### src/rtl/audio_sample_assembler.sv
// Packs audio FIFO bytes into 48-bit SPDIF frames and mutes/counts sample requests that arrive before a frame is staged.
// AUDIO_MONO_DUP_EN: 2-byte mono frames copied to both channels; without it, 4-byte interleaved little-endian stereo.
module audio_sample_assembler #(
  parameter int START_LEVEL = 16,
  parameter int REQ_LEVEL   = 64
) (
  input  logic        clk_i,
  input  logic        rst_i,
  input  logic [7:0]  fifo_data_i,
  input  logic [7:0]  fifo_usedw_i,
  output logic        fifo_rdreq_o,
  input  logic        sample_req_i,
  output logic [47:0] sample_o,
  output logic        host_req_o,
  output logic [15:0] underrun_cnt_o
);

`ifdef AUDIO_MONO_DUP_EN
  localparam logic [1:0] LAST_IDX = 2'd1;
`else
  localparam logic [1:0] LAST_IDX = 2'd3;
`endif
  localparam logic [8:0] START_LVL = 9'(START_LEVEL);
  localparam logic [8:0] REQ_LVL   = 9'(REQ_LEVEL);

  typedef enum logic [1:0] {PRIME, RD, CAP, READY} state_t;

  state_t          state;
  logic [1:0]      byte_idx;
  logic [3:0][7:0] staging;
  logic [47:0]     frame;
  logic            fifo_empty;
  logic            frame_done;

  assign fifo_empty = (fifo_usedw_i == 8'd0);
  assign frame_done = (byte_idx == LAST_IDX);

  // Decoded from state so the FIFO data lands exactly in CAP and the request can never
  // outlive a fill level that has just dropped to zero.
  assign fifo_rdreq_o = (state == RD) && !fifo_empty;

`ifdef AUDIO_MONO_DUP_EN
  assign frame = {staging[1], staging[0], 8'h00, staging[1], staging[0], 8'h00};
`else
  assign frame = {staging[3], staging[2], 8'h00, staging[1], staging[0], 8'h00};
`endif

  always_ff @(posedge clk_i) begin
    if (rst_i) begin
      state          <= PRIME;
      byte_idx       <= 2'd0;
      staging        <= '0;
      sample_o       <= '0;
      host_req_o     <= 1'b0;
      underrun_cnt_o <= '0;
    end else begin
      host_req_o <= ({1'b0, fifo_usedw_i} < REQ_LVL);

      case (state)
        PRIME: begin
          if ({1'b0, fifo_usedw_i} >= START_LVL) state <= RD;
        end
        RD: begin
          if (!fifo_empty) state <= CAP;
        end
        CAP: begin
          staging[byte_idx] <= fifo_data_i;
          if (frame_done) begin
            byte_idx <= 2'd0;
            state    <= READY;
          end else begin
            byte_idx <= byte_idx + 2'd1;
            state    <= RD;
          end
        end
        READY: begin
          if (sample_req_i) begin
            sample_o <= frame;
            byte_idx <= 2'd0;
            state    <= RD;
          end
        end
        default: state <= PRIME;
      endcase

      // A completed frame is kept in READY even if the FIFO ran dry on its last byte.
      if (sample_req_i && state != READY) begin
        sample_o <= '0;
        if (underrun_cnt_o != 16'hFFFF) underrun_cnt_o <= underrun_cnt_o + 16'd1;
        if (fifo_empty && !(state == CAP && frame_done)) state <= PRIME;
      end
    end
  end

endmodule

### config.mk
export PLATFORM = sky130hd
export DESIGN_NAME = audio_sample_assembler
export DESIGN_NICKNAME = d
export VERILOG_FILES = /design/src/rtl/audio_sample_assembler.sv
export SDC_FILE = /design/constraint.sdc
export NUM_CORES = 1
export LEC_CHECK = 0
export BUFFER_PORTS_ARGS = -buffer_cell sky130_fd_sc_hd__buf_2
export CAP_MARGIN = 20
export CORE_MARGIN = 5
export CORE_UTILIZATION = 45
export DETAILED_ROUTE_END_ITERATION = 10
export HOLD_SLACK_MARGIN = 0.1
export PLACE_DENSITY = 0.69
export SETUP_SLACK_MARGIN = 0.02
export SYNTH_ARGS = -nofsm -noshare
export SYNTH_HDL_FRONTEND = slang
export SYNTH_SLANG_ARGS = --single-unit
### constraint.sdc
create_clock -name clk_i -period 1.83 [get_ports clk_i]
set_input_delay 0.183 -clock clk_i [delete_from_list [all_inputs] [get_ports clk_i]]
set_output_delay 0.183 -clock clk_i [all_outputs]
set_load 0.02 [all_outputs]
Word level (Yosys, flattened, before mapping)

Index checks and enable logic that the tools add are counted.

Order comparisons: 4
Add/sub/neg operators: 2
Reductions and logical operators: 14
Mux-type cells: 13
Equality and inequality tests: 7

Operator list:

| operator                | number |
|---|---|
| $bwmux W32              | 1 |
| $add A16 B1 Y16 const B | 1 |
| $demux W8 S2            | 1 |
| $mux W2                 | 8 |
| $ne A16 B16 Y1 const B  | 1 |
| $ge A8 B5 Y1 const B    | 1 |
| $logic_not A8 Y1        | 1 |
| $lt A8 B7 Y1 const B    | 1 |
| $mux W8                 | 1 |
| $pmux W2 S4             | 1 |
| $eq A2 B2 Y1 const B    | 3 |
| $reduce_and A2 Y1       | 3 |
| $logic_and A1 B1 Y1     | 5 |
| $ne A2 B2 Y1 const B    | 2 |
| $pmux W2 S2             | 1 |
| $lt A2 B3 Y1 const B    | 1 |
| $add A2 B1 Y2 const B   | 1 |
| $eq A2 B1 Y1 const B    | 1 |
| $ge A2 B1 Y1 const B    | 1 |
| $logic_not A1 Y1        | 2 |
| $logic_not A2 Y1        | 1 |
| $reduce_bool A2 Y1      | 1 |
| $reduce_or A2 Y1        | 1 |

Bits in registers: 85
Logic and storage cells: 49

Longest topological paths before layout

Word-level depth: 6
Mapped depth: 6
Depth with buffers taken out: 5

Worst setup path after synthesis

No wires, ideal clock.

Kind: register to register
Start point: register underrun_cnt_o[0]
End point: register underrun_cnt_o[1]
Setup time: 0.115 ns
Cell stages (with the launch flop): 7
Data arrival time: 1.707 ns
Buffers on the path: 1
Slack: 0.008 ns
Data required time: 1.715 ns
Cells stage by stage: dfxtp_1 > ha_1 > nand4_1 > nor4_4 > buf_2 > nor3b_1 > o21ba_1

Cells in the longest elaborated chain, start to end: 2
Elaborated cells between the ends (all ways): 3

Ends and longest elaborated chain:

| what                                                                    | RTL line | RTL |
|---|---|---|
| start, declared                                                         | 15       | `output logic [15:0] underrun_cnt_o` |
| start signal, assigned                                                  | 89       | `if (underrun_cnt_o != 16'hFFFF) underrun_cnt_o <= underrun_cnt_o + 16'd1;` |
| parallel branches: the longest is 2 deep, another holds $add A16 B1 Y16 | --       |  |

Several ways; the timed one is not identified.
A chain may end at the register's enable or synchronous reset.

Worst setup path in the final report

Start point: register underrun_cnt_o[0]
End point: register underrun_cnt_o[9]

Same word-level chain as after synthesis.

==> results.sh <==
export IMPL_finClkSkew_ns=0.0130
export IMPL_h_tree_depth=3
export IMPL_worstSkewPairLatency_ns=0.36
export IMPL_synth_flop_cell="dfxtp_1"
export IMPL_status="finished, final reports clean"
export IMPL_async_flop_share_pct=0
export IMPL_fin_setup_tns_ns=0
export IMPL_p_leak_uw=0.00159
export IMPL_fillers=742
export IMPL_floorplan_core_area_um2=7690
export IMPL_min_period_ns=1.71
export IMPL_synth_area_per_cell_um2=8.12
export IMPL_grt_pass1_vias=2815
export IMPL_grt_max_degree=41
export IMPL_drc_errors=0
export IMPL_arrival_ns=2.00
export IMPL_critPathCaptureType="register"
export IMPL_yosysWarnings=0
export IMPL_rrSetupSlack_ns=0.12
export IMPL_grt_usage_pct=16.9
export IMPL_ant_nets=0
export IMPL_rsz0062_at_grt="false"
export IMPL_cp_cell_sequence="ha_1 > nand4_1 > nor4_4 > or4_2 > a21oi_1"
export IMPL_reg2reg_depth=5
export IMPL_cp_max_fo=6
export IMPL_antenna_found_initial=0
export IMPL_grt_overflow_total=0
export IMPL_rr_startpoint="underrun_cnt_o[0]"
export IMPL_critPathTopFamily="simple AND/OR/NAND/NOR gates"
export IMPL_yosysSeqAreaShare_pct=48.3
export IMPL_drt_iter0_drc=145
export IMPL_crit_cells=5
export IMPL_num_rows=32
export IMPL_final_setup_viol_count=0
export IMPL_max_cap_violations=0
export IMPL_wire_per_inst_um=13.1
export IMPL_place_port_buffers=68
export IMPL_slew_viol_final=0
export IMPL_cp_slowest_cell="or4_2"
export IMPL_vias=3102
export IMPL_antenna_cells=0
export IMPL_grt_pass1_wl_um=13500
export IMPL_crit_end="underrun_cnt_o[9]"
export IMPL_initial_core_util_pct=45.8
export IMPL_place_congestion=0.839
export IMPL_p_per_area_nw_per_um2=810
export IMPL_num_io_pins=85
export IMPL_vdd_drop_max_uv=430
export IMPL_wl_um=8020
export IMPL_cts_sinks=85
export IMPL_path_buf_inv=0
export IMPL_max_freq_mhz=586
export IMPL_tritoncts="done"
export IMPL_worstSetupPathType="register to register"
export IMPL_drive_above_1_share_pct=22.2
export IMPL_die_y_um=98.5
export IMPL_synth_edf_count=0
export IMPL_clock_path_buffers=2
export IMPL_hold_violations=0
export IMPL_first_pass_iters=4
export IMPL_clk_pin_slew_ns=0.10
export IMPL_critPathLaunch="underrun_cnt_o[0]"
export IMPL_hold_class="input port to register"
export IMPL_fin_crit_sh_pct=93.3
export IMPL_ys_ff_latch=85
export IMPL_area_delta_synth_final_pct=18.4
export IMPL_cp_slowest_stage_delay_ns=0.61
export IMPL_nNetsFinal=528
export IMPL_die_w_um=98.5
export IMPL_dp_hpwl_um=5710
export IMPL_critical_path_reg2reg_endpoint="underrun_cnt_o[9]"
export IMPL_netlist_instances=434
export IMPL_crit_path_start_kind="register"
export IMPL_cts_buffers=9
export IMPL_mappedNetlistArea_um2=3520
export IMPL_total_power_uw=3380
export IMPL_cts_root_buffer="clkbuf_8"
export IMPL_die_area_um2=9700
export IMPL_viasPerCell=5.08
export IMPL_crit_required_ns=2.12
export IMPL_synth_cell_type_count=44
export IMPL_hold_start="fifo_data_i[1]"
kinds of logic after synthesis:
group	Yosys count	share of synthesized area [%]
fa+ha+maj	5	1.78
simple gates	188	24.9
mux	2	0.604
other cells	1	0.106
buf+inv	51	7.95
flops	85	48.3
compound gates	102	16.3
cell usage after synthesis (all sizes together), types with 2 or more instances:
cell    instances  area (µm²)
nand2         108         405
nand4           6        52.6
o21ai           6        30.0
buf            26         166
ha              5        62.6
nor2            8        30.0
nor2b           2        12.5
or4             6        46.3
a22oi           2        15.0
a211oi          2        15.0
inv             7        26.3
a21oi          76         380
nor4            5        46.3
nand3          37         185
o31ai           5        37.5
and3            3        18.8
nor3            4        20.0
a311oi          2        17.5
dfxtp          85        1700
clkbuf         18        87.6
or3             5        32.5
worst min path at each step:
stage	to	slack, ns	depth (start not counted)
floorplan	host_req_o	0.26	1
global placement	host_req_o	0.36	2
detailed placement	host_req_o	0.37	2
CTS	frame[33]	0.10	3
global route	frame[33]	0.10	3
finish	frame[33]	0.11	3
final cells by class:
class	count	area [µm²]	area share [%]
flip-flops and latches	85	1710	40.9
multi-input cells	313	1600	38.4
inverters	7	26.3	0.630
repair buffers	88	526	12.6
clock inverters	7	63.8	1.53
clock buffers	9	124	2.97
well taps	102	128	3.06
repair_timing:
action / in CTS / in global routing
resized for setup: 0 / 1
hold endpoints to repair: 1 / 2
hold buffers: 2 / 2
setup buffers: 0 / 2
setup endpoints to repair: 0 / 9
tightest hold or removal path, delay by kind of cell:
| kind | cells | cell delay (ns) |
|---|---|---|
| compound gates | 1 | 0.05 |
| simple gates | 1 | 0.07 |
| buf+inv | 1 | 0.14 |
per-stage QoR:
stage                     setup WS, ns  cells  area (µm²)  utilization, %  hold WS, ns
after floorplan                 0.0975    449        3580               -        0.260
after global placement           0.132    589        3930            51.1        0.361
after detailed placement        0.0839    589        3930            51.1        0.367
after CTS                       0.0598    607        4140            53.8        0.102
after global routing            0.0318    611        4170            54.3        0.104
final                            0.122    611        4170            54.3        0.111
sequential cells by signal, indices dropped and copies added (netlist names):
name            flops
byte_idx            2
sample_o           32
frame              32
state               2
host_req_o          1
underrun_cnt_o     16
per-layer routing:
metal | GRT usage, % | vias to the layer above | part of all wire [%]
li1 | - | 1598 | -
met1 | 23.1 | 1418 | 47
met2 | 25.4 | 77 | 45
met3 | 3.89 | 9 | 6.6
met4 | 7.46 | 0 | 1.2
met5 | 0 | - | 0
placed cells by master, fill, tap and decap left out, types with 2 or more instances in the layout:
cell             n
nor3_1           4
nand4_1          5
inv_1            7
a311oi_1         2
clkbuf_8         9
dfxtp_2          3
or3_1            4
buf_2           68
dfxtp_1         82
nand3_1         37
clkinvlp_4       2
a22oi_1          2
o21ai_0          6
or4_1            5
dlygate4sd3_1    4
buf_4           14
inv_6            2
o31ai_1          5
and3_1           3
nand2_1        108
conb_1          16
nor2_1           8
nor4_1           4
a211oi_1         2
buf_12           2
inv_8            2
a21oi_1         76
ha_1             5
report_power, final:
part	internal [µW]	switching, µW	total (µW)	leakage, µW
Combinational	71.9	158	230	0.000815
Sequential	1870	13.9	1880	0.000687
Clock	523	744	1270	0.0000903
Total	2460	916	3380	0.00159
(Power assumes the default switching activity.)
